## config.mk

```make
export PLATFORM = sky130hd
export DESIGN_NAME = key_irq_ctrl_flat
export DESIGN_NICKNAME = d
export VERILOG_FILES = /design/src/rtl/key_irq_pkg.sv /design/src/rtl/key_irq_ctrl_if.sv /design/src/rtl/key_irq_prio.sv /design/src/rtl/key_irq_ctrl.sv /design/src/flat_wrapper.sv
export SDC_FILE = /design/constraint.sdc
export NUM_CORES = 1
export LEC_CHECK = 0
export BUFFER_PORTS_ARGS = -buffer_cell sky130_fd_sc_hd__buf_2
export CAP_MARGIN = 10
export CORE_UTILIZATION = 44
export DETAILED_ROUTE_END_ITERATION = 10
export PLACE_DENSITY_LB_ADDON = 0.15
export SLEW_MARGIN = 15
export SYNTH_ARGS = -nofsm -noshare
export SYNTH_HDL_FRONTEND = slang
export SYNTH_SLANG_ARGS = --single-unit
```

## constraint.sdc

```tcl
create_clock -name sys_clk -period 1.4 [get_ports sys_clk]
set_clock_uncertainty 0.2 [all_clocks]
set_input_delay 0.14 -clock sys_clk [delete_from_list [all_inputs] [get_ports sys_clk]]
set_output_delay 0.14 -clock sys_clk [all_outputs]
set_load 0.005 [all_outputs]
```

## src/rtl/key_irq_pkg.sv

```systemverilog
// key_irq_pkg: shared types and constants for the key interrupt controller.
package key_irq_pkg;

  localparam int MAX_KEYS  = 8;
  localparam int KEY_IDX_W = 3;

  localparam logic ADDR_PEND_MASK = 1'b0;
  localparam logic ADDR_ISR_EOI   = 1'b1;

  typedef enum logic [1:0] {
    ST_IDLE = 2'd0,
    ST_REQ  = 2'd1,
    ST_ACK1 = 2'd2
  } state_e;

endpackage

```

## src/rtl/key_irq_ctrl_if.sv

```systemverilog
// key_irq_ctrl_if: CPU register bus and INTA handshake of the
// key interrupt controller.
interface key_irq_ctrl_if;

  logic       cs;
  logic       rd;
  logic       wr;
  logic       addr;
  logic [7:0] wdata;
  logic [7:0] rdata;
  logic       inta;
  logic       irq;
  logic [7:0] int_vec;

  modport master (
    output cs, rd, wr, addr, wdata, inta,
    input  rdata, irq, int_vec
  );

  modport slave (
    input  cs, rd, wr, addr, wdata, inta,
    output rdata, irq, int_vec
  );

endinterface

```

## src/rtl/key_irq_prio.sv

```systemverilog
// key_irq_prio: combinational lowest-index-wins priority encoder.
module key_irq_prio
  import key_irq_pkg::*;
#(
  parameter int N = 4
) (
  input  logic [N-1:0]           req,
  output logic                   valid,
  output logic [KEY_IDX_W-1:0]   idx
);

  always_comb begin
    valid = |req;
    idx   = '0;
    for (int i = N - 1; i >= 0; i--) begin
      if (req[i]) idx = KEY_IDX_W'(i);
    end
  end

endmodule

```

## src/rtl/key_irq_ctrl.sv

```systemverilog
// key_irq_ctrl: key pulses to 8088-style maskable interrupt with INTA vector.
// Define KEY_IRQ_AUTO_EOI_EN to drop the in-service register (auto EOI).
module key_irq_ctrl
  import key_irq_pkg::*;
#(
  parameter int         NUM_KEYS    = 4,
  parameter logic [7:0] VECTOR_BASE = 8'h40
) (
  input  logic                sys_clk,
  input  logic                sys_rst_n,
  input  logic [NUM_KEYS-1:0] key_flag,
  key_irq_ctrl_if.slave       bus
);

  state_e                state;
  logic [NUM_KEYS-1:0]   pending;
  logic [NUM_KEYS-1:0]   mask;
  logic [NUM_KEYS-1:0]   in_service;
  logic [NUM_KEYS-1:0]   eligible;
  logic [NUM_KEYS-1:0]   sel_oh;
  logic [KEY_IDX_W-1:0]  sel;
  logic [KEY_IDX_W-1:0]  win_idx;
  logic                  win_vld;
  logic                  spur_ph;
  logic                  ack;
  logic                  rd_en;
  logic                  wr_en;
  logic [7:0]            rd_val;
  logic [7:0]            rdata_q;
  logic [7:0]            vec_q;
  logic                  irq_q;
  logic                  unused_wdata;

  assign rd_en    = bus.cs & bus.rd;
  assign wr_en    = bus.cs & bus.wr;
  assign eligible = pending & ~mask;
  assign ack      = (state == ST_ACK1) & bus.inta;

  assign bus.rdata   = rdata_q;
  assign bus.irq     = irq_q;
  assign bus.int_vec = vec_q;
  assign unused_wdata = ^bus.wdata;

  key_irq_prio #(
    .N (NUM_KEYS)
  ) u_prio (
    .req   (eligible),
    .valid (win_vld),
    .idx   (win_idx)
  );

  always_comb begin
    sel_oh = '0;
    for (int i = 0; i < NUM_KEYS; i++) begin
      sel_oh[i] = (sel == KEY_IDX_W'(i));
    end
  end

  always_comb begin
    rd_val = 8'(pending);
    if (bus.addr == ADDR_ISR_EOI) rd_val = 8'(in_service);
  end

  // A fresh press in the ack cycle wins over the clear.
  always_ff @(posedge sys_clk) begin
    if (!sys_rst_n) begin
      pending <= '0;
      mask    <= '1;
      rdata_q <= '0;
    end else begin
      pending <= (pending & ~(ack ? sel_oh : '0)) | key_flag;
      if (wr_en && bus.addr == ADDR_PEND_MASK)
        mask <= bus.wdata[NUM_KEYS-1:0];
      if (rd_en)
        rdata_q <= rd_val;
    end
  end

`ifdef KEY_IRQ_AUTO_EOI_EN
  assign in_service = '0;
`else
  logic eoi;
  assign eoi = wr_en & (bus.addr == ADDR_ISR_EOI);

  always_ff @(posedge sys_clk) begin
    if (!sys_rst_n) begin
      in_service <= '0;
    end else begin
      in_service <= (eoi ? '0 : in_service)
                  | (ack ? sel_oh : '0);
    end
  end
`endif

  // spur_ph pairs INTA cycles seen while no request is outstanding.
  always_ff @(posedge sys_clk) begin
    if (!sys_rst_n) begin
      state   <= ST_IDLE;
      sel     <= '0;
      spur_ph <= 1'b0;
      irq_q   <= 1'b0;
      vec_q   <= '0;
    end else begin
      unique case (state)
        ST_IDLE: begin
          if (bus.inta) begin
            if (spur_ph)
              vec_q <= VECTOR_BASE + 8'(NUM_KEYS);
            spur_ph <= ~spur_ph;
          end else if (win_vld && in_service == '0
                       && !spur_ph) begin
            state <= ST_REQ;
            irq_q <= 1'b1;
          end
        end
        ST_REQ: begin
          if (!win_vld) begin
            state <= ST_IDLE;
            irq_q <= 1'b0;
          end else if (bus.inta) begin
            sel   <= win_idx;
            state <= ST_ACK1;
          end
        end
        ST_ACK1: begin
          if (bus.inta) begin
            vec_q <= VECTOR_BASE + 8'(sel);
            irq_q <= 1'b0;
            state <= ST_IDLE;
          end
        end
        default: begin
          state <= ST_IDLE;
          irq_q <= 1'b0;
        end
      endcase
    end
  end

endmodule

```

## src/flat_wrapper.sv

```systemverilog
// flat-port wrapper written by rule: the top's interface ports become plain ports
module key_irq_ctrl_flat import key_irq_pkg::*;
#(
  parameter int         NUM_KEYS    = 4,
  parameter logic [7:0] VECTOR_BASE = 8'h40
)
  (sys_clk, sys_rst_n, key_flag, bus_cs, bus_rd, bus_wr, bus_addr, bus_wdata, bus_inta, bus_rdata, bus_irq, bus_int_vec);
  key_irq_ctrl_if bus_i ();
  input  logic sys_clk;
  input  logic sys_rst_n;
  input  logic [NUM_KEYS-1:0] key_flag;
  input wire logic [$bits(bus_i.cs)-1:0] bus_cs;
  input wire logic [$bits(bus_i.rd)-1:0] bus_rd;
  input wire logic [$bits(bus_i.wr)-1:0] bus_wr;
  input wire logic [$bits(bus_i.addr)-1:0] bus_addr;
  input wire logic [$bits(bus_i.wdata)-1:0] bus_wdata;
  input wire logic [$bits(bus_i.inta)-1:0] bus_inta;
  output wire logic [$bits(bus_i.rdata)-1:0] bus_rdata;
  output wire logic [$bits(bus_i.irq)-1:0] bus_irq;
  output wire logic [$bits(bus_i.int_vec)-1:0] bus_int_vec;
  assign bus_i.cs = bus_cs;
  assign bus_i.rd = bus_rd;
  assign bus_i.wr = bus_wr;
  assign bus_i.addr = bus_addr;
  assign bus_i.wdata = bus_wdata;
  assign bus_i.inta = bus_inta;
  assign bus_rdata = bus_i.rdata;
  assign bus_irq = bus_i.irq;
  assign bus_int_vec = bus_i.int_vec;
  key_irq_ctrl #(.NUM_KEYS(NUM_KEYS), .VECTOR_BASE(VECTOR_BASE)) u_core (.sys_clk(sys_clk), .sys_rst_n(sys_rst_n), .key_flag(key_flag), .bus(bus_i));
endmodule
```

# After elaboration in Yosys (flattened, before gate mapping)
# Cells that the tools add are included.
[totals] register_bits=35 latchBits=0 ramBits=0 romBits=0 out_inout_bits=17 n_memories=0
[classes] addsub=1 mul=0 div_mod_pow=0 order_cmp=0 eq_ne=12 shift=0 muxes=22 n_bitwise=12 reduce_logical=14
[ops] operator="$mux W8" count=3
[ops] operator="$pmux W8 S2" count=1
[ops] operator="$mux W2" count=6
[ops] operator="$mux W4" count=3
[ops] operator="$reduce_and A4 Y1" count=3
[ops] operator="$mux W3" count=3
[ops] operator="$add A7 B3 Y8 const A" count=1
[ops] operator="$and A4 B4 Y4" count=2
[ops] operator="$ne A2 B2 Y1 const B" count=4
[ops] operator="$not A4 Y4" count=2
[ops] operator="$or A4 B4 Y4" count=2
[ops] operator="$eq A3 B2 Y1 const B" count=2
[ops] operator="$pmux W2 S3" count=1
[ops] operator="$and A1 B1 Y1" count=4
[ops] operator="$logic_not A4 Y1" count=1
[ops] operator="$mux W1" count=4
[ops] operator="$ne A2 B1 Y1 const B" count=2
[ops] operator="$reduce_or A4 Y1" count=1
[ops] operator="$eq A3 B1 Y1 const B" count=1
[ops] operator="$logic_and A1 B1 Y1" count=3
[ops] operator="$logic_not A3 Y1" count=1
[ops] operator="$ne A3 B3 Y1 const B" count=1
[ops] operator="$pmux W1 S3" count=1
[ops] operator="$reduce_and A3 Y1" count=1
[ops] operator="7 further kinds" count=8

# Longest topological paths before layout
[depth] depth_word=8 ltp_mapped=5 ltp_nobuf=4

# Hierarchy
# From an unflattened synthesis, not the netlist that was laid out.
[hier_totals] cells_unflattened=135 area_unflattened_um2=1213.7
[by_module_without_submodules] mod="key_irq_ctrl" n_inst=1 cells_each=126 area_per_inst_um2=1167.4 seq_area_each_um2=540.5
[by_module_without_submodules] mod="key_irq_prio" n_inst=1 cells_each=9 area_per_inst_um2=46.3 seq_area_each_um2=0.0

# Worst setup path before layout
# No wires, ideal clock.
[synth_timing] path_type="register to register" from="register u_core.mask[3]" to="register u_core.sel[0]" setup_ns=0.070 t_arrival_ns=1.180 required_time_ns=1.130 slack_ns=-0.050 path_stages_with_launch=5 path_buffers=0 period_less_slack_ns=1.450 cell_sequence="dfxtp_1 and2b_1 o41ai_2 or4_1 a21oi_1"
[synth_between] elab_chain_len=6
[synth_rtl] item="start: declaration" line="key_irq_ctrl.sv:17" rtl="logic [NUM_KEYS-1:0] mask;"
[synth_rtl] item="start signal: assignment" line="key_irq_ctrl.sv:73" rtl="mask <= bus.wdata[NUM_KEYS-1:0];"
[synth_rtl] item="$not A4 Y4 (*)" line="key_irq_ctrl.sv:36" rtl="assign eligible = pending & ~mask;"
[synth_rtl] item="$and A4 B4 Y4 (*)" line="key_irq_ctrl.sv:36"
[synth_rtl] item="$mux W2" line="key_irq_prio.sv:16" rtl="if (req[i]) idx = KEY_IDX_W'(i);"
[synth_rtl] item="$mux W3 (3 in series)" line="key_irq_prio.sv:16"
[synth_rtl] item="end signal: assignment" line="key_irq_ctrl.sv:121" rtl="sel <= win_idx;"
[synth_rtl] item="end: declaration" line="key_irq_ctrl.sv:21" rtl="logic [KEY_IDX_W-1:0] sel;"
# Mark *: on every way between the ends. The rest lies on a longest branch, timed or not.
# A chain may end at the register's enable or synchronous reset.

# Worst setup path after layout
[layout_timing] from="register u_core.mask[2]" to="register u_core.state[1]"
[layout_between] elab_chain_len=7
[layout_rtl] item="$not A4 Y4 (*)" line="key_irq_ctrl.sv:36"
[layout_rtl] item="$and A4 B4 Y4 (*)" line="key_irq_ctrl.sv:36"
[layout_rtl] item="$reduce_or A4 Y1 (*)" line="key_irq_prio.sv:13" rtl="valid = |req;"
[layout_rtl] item="$logic_and A1 B1 Y1" line="key_irq_ctrl.sv:110" rtl="end else if (win_vld && in_service == '0"
[layout_rtl] item="$logic_and A1 B1 Y1" line="key_irq_ctrl.sv:111" rtl="&& !spur_ph) begin"
[layout_rtl] item="$ne A2 B1 Y1 (no source line)"
[layout_rtl] item="$reduce_and A4 Y1 (no source line)"
[layout_rtl] item="end signal: assignment" line="key_irq_ctrl.sv:112" rtl="state <= ST_REQ;"
[layout_rtl] item="end signal: assignment" line="key_irq_ctrl.sv:118" rtl="state <= ST_IDLE;"
[layout_rtl] item="end signal: assignment" line="key_irq_ctrl.sv:122" rtl="state <= ST_ACK1;"
[layout_rtl] item="end: declaration" line="key_irq_ctrl.sv:15" rtl="state_e state;"
# Marks and branches as above.

==> flow_summary.toml <==
[setup_path]
startpoint_type = "register"
reg2regPathDepth = 4
cp-end-kind = "register"
critPathLaunch = "u_core.mask[2]$_SDFFE_PN1P_"
cp.arrival_ns = 1.55
crit_end = "u_core.state[1]$_SDFFE_PN0P_"
worst-setup-path-type = "reg -> reg"
rr_startpoint = "u_core.mask[2]$_SDFFE_PN1P_"
r2r_setup_slack_ns = -0.11
r2r-end = "u_core.state[1]$_SDFFE_PN0P_"
required_ns = 1.44
path_max_fanout = 5

[synth]
syn_inst = 129
syn_area_sq_um = 1160
synth.most_common_cell = "dfxtp_1"
synth_common_cells = "dfxtp_1, nand2_1, nor2_1"
synthTopCellsByArea = "dfxtp_1, mux2i_1, buf_4"
yosysWarnings = 0
ys_seq_area_frac = 0.448
synth.distinct_cells = 35
synth_area_leader_cell = "dfxtp_1"
synth_seq_cells = 26
synth_edf_count = 0
postSynth.topFlopCell = "dfxtp_1"
async_flop_share = 0
synth_top_area_share = 0.448
avgSynthCellArea_sq_um = 9.01

[clock_network]
clkLatencyLatePin_ns = 0.32
clock_sinks = 26
cts_tree = "built"
cts_buffer_depth = 2
cts_root_buf = "clkbuf_4"
numCtsBuffers = 3
cts_htree_levels = 1
clk_pin_slew_ns = 0.15

[routing]
dr.pass1.iters = 2
num_vias = 1012
drc = 0
routedWlPerCell_um = 11.7
drtIter0Drc = 18
vias_per_cell = 5.01
detail-route-antenna-nets = 0
routed_wl_um = 2360

[place]
io_buffers = 23
gp_congestion = 0.822
placedCellCount = 187
place.detailed.hpwl_um = 1730
placed_area_sq_um = 1360

[run_status]
violations = "negative setup slack"
status = "finished with violations"

[global_route]
grt-ovfl-total = 0
antenna_found_initial = 0
grt_pass1_wl_um = 4000
grt_max_degree = 17
grt_pass1_vias = 972
grt_usage = 0.195

[timing]
finalCriticalPeriod_ns = 1.51
finalCritPeriodShare = 1.08
worst_slack_ns = -0.110
tns_ns = -0.390
clock.fmax_mhz = 662
slew_viol_final = 0
finalSetupViolCount = 5
hold_viol_final = 0
grt_setup_unrepaired = "true"

[pwr]
vdd_drop_max_mv = 0.575
p_total_uw = 1350
p_sw_uw = 324
combPwrFrac = 0.133
cellLeakagePower_uw = 0.000675
power.internal_uw = 1030
power_density_nw_per_um2 = 895
clock_power_share = 0.285
seqPwrFrac = 0.582
swShare = 0.239

[floorplanning]
core_area_sq_um = 2480
rows = 18
initial_core_util = 0.469
die_w_um = 53.4
dieArea_sq_um = 2850
die_y_um = 53.4
pin_count = 36

[layout]
fill_cells = 227
layout-drive-gt1-share = 0.291
diodes = 0
layout.cells.non_filler = 202
syn2layout_area_growth_pct = 30.1
postLayoutCoreUtil = 0.611
num-nets-final = 192
stdcell_area_sq_um = 1510

[flow_run]
drv_cap = 0

[min_path]
min_path_type = "in -> reg"
[cell usage in the layout (no fill, tap or decap), drive strengths merged, types with 3 or more instances in the layout]
cell and instances:
nor2b 7, conb 8, nand3b 3, dfxtp 26, o21a 4, dlygate4sd3 10, nor2 9, clkbuf 4
buf 34, nand2 13, nor3 3, inv 3, mux2i 8, a211oi 4, and2 4, a21oi 8
o21ai 5, nand3 3
[worst min path at each step]
stage,slack (ns),from,end,depth (start not counted)
finish,0.02,bus_wr,u_core.in_service[3]$_SDFF_PN0_,4
global route,0.01,bus_addr,u_core.bus.rdata[2]$_SDFFE_PN0P_,3
CTS,0.01,bus_inta,u_core.state[0]$_SDFFE_PN0P_,4
detailed placement,0.15,key_flag[2],u_core.pending[2]$_SDFF_PN0_,2
global placement,0.15,key_flag[2],u_core.pending[2]$_SDFF_PN0_,2
floorplan,0.06,sys_rst_n,u_core.state[1]$_SDFFE_PN0P_,1
[layout make-up]
cell class / instances / area (sq um) / share of cell area
Tap cell: 30 / 37.5 / 0.0248
Clock buffer: 4 / 36.3 / 0.0240
Inverter: 3 / 11.3 / 0.00744
Sequential cell: 26 / 526 / 0.347
Timing Repair Buffer: 44 / 298 / 0.197
Multi-Input combinational cell: 95 / 604 / 0.400
[per-stage QoR]
step,setup slack (ns),hold WS [ns]
floorplan,-0.0142,0.0617
global placement,-0.0905,0.148
detailed placement,-0.122,0.154
CTS,-0.0912,0.0126
global route,-0.164,0.0142
finish,-0.110,0.0244
[cell families (layout without fill, tap and decap cells)]
kind of cell | count (synthesis) | after routing | synth area share
and+or+nand+nor | 50 | 50 | 0.233
AOI/OAI and AO/OA | 28 | 28 | 0.165
DFF | 26 | 26 | 0.448
buffers and inverters | 15 | 51 | 0.0753
muxes | 8 | 8 | 0.0689
other | 1 | 8 | 0.00323
xor gates and xnor gates | 1 | 1 | 0.00754
[worst max-delay path: stages (launching register included)]
cell and delay (ns):
dfxtp_2 0.36, and2b_1 0.21, o41ai_4 0.41, o21ai_1 0.09, and2_1 0.16
[power groups by stage]
| stage | Combinational, uW | Clock (uW) | Sequential [uW] |
|---|---|---|---|
| 6_report | 181 | 386 | 788 |
| 5_1_grt | 204 | 427 | 793 |
| 4_1_cts | 181 | 395 | 788 |
| 3_5_place_dp | 157 | 0 | 804 |
| 3_3_place_gp | 154 | 0 | 803 |
| 2_1_floorplan | 105 | 0 | 803 |
[sequential cells by signal (all words and copies together), names as in the netlist]
register and cells:
u_core.pending 4, u_core.bus.rdata 4, u_core.spur_ph 1, u_core.sel 2, u_core.bus.irq 1, u_core.state 2
u_core.in_service 4, u_core.bus.int_vec 4, u_core.mask 4
[what timing repair did]
item,in CTS,in global routing
hold buffers,10,0
hold endpoints to repair,10,0
buffers inserted,1,0
resized for setup,4,2
pin swaps,1,0
setup endpoints to repair,5,8
[metal layers]
metal,GRT usage,share of wire,routed length (um),vias to the layer above
li1,-,-,-,514
met1,0.226,0.46,1080,478
met2,0.346,0.51,1200,18
met3,0.0374,0.026,61,2
met4,0.0746,0.0059,14,0
met5,0,0,0,-
(Power assumes the default switching activity.)
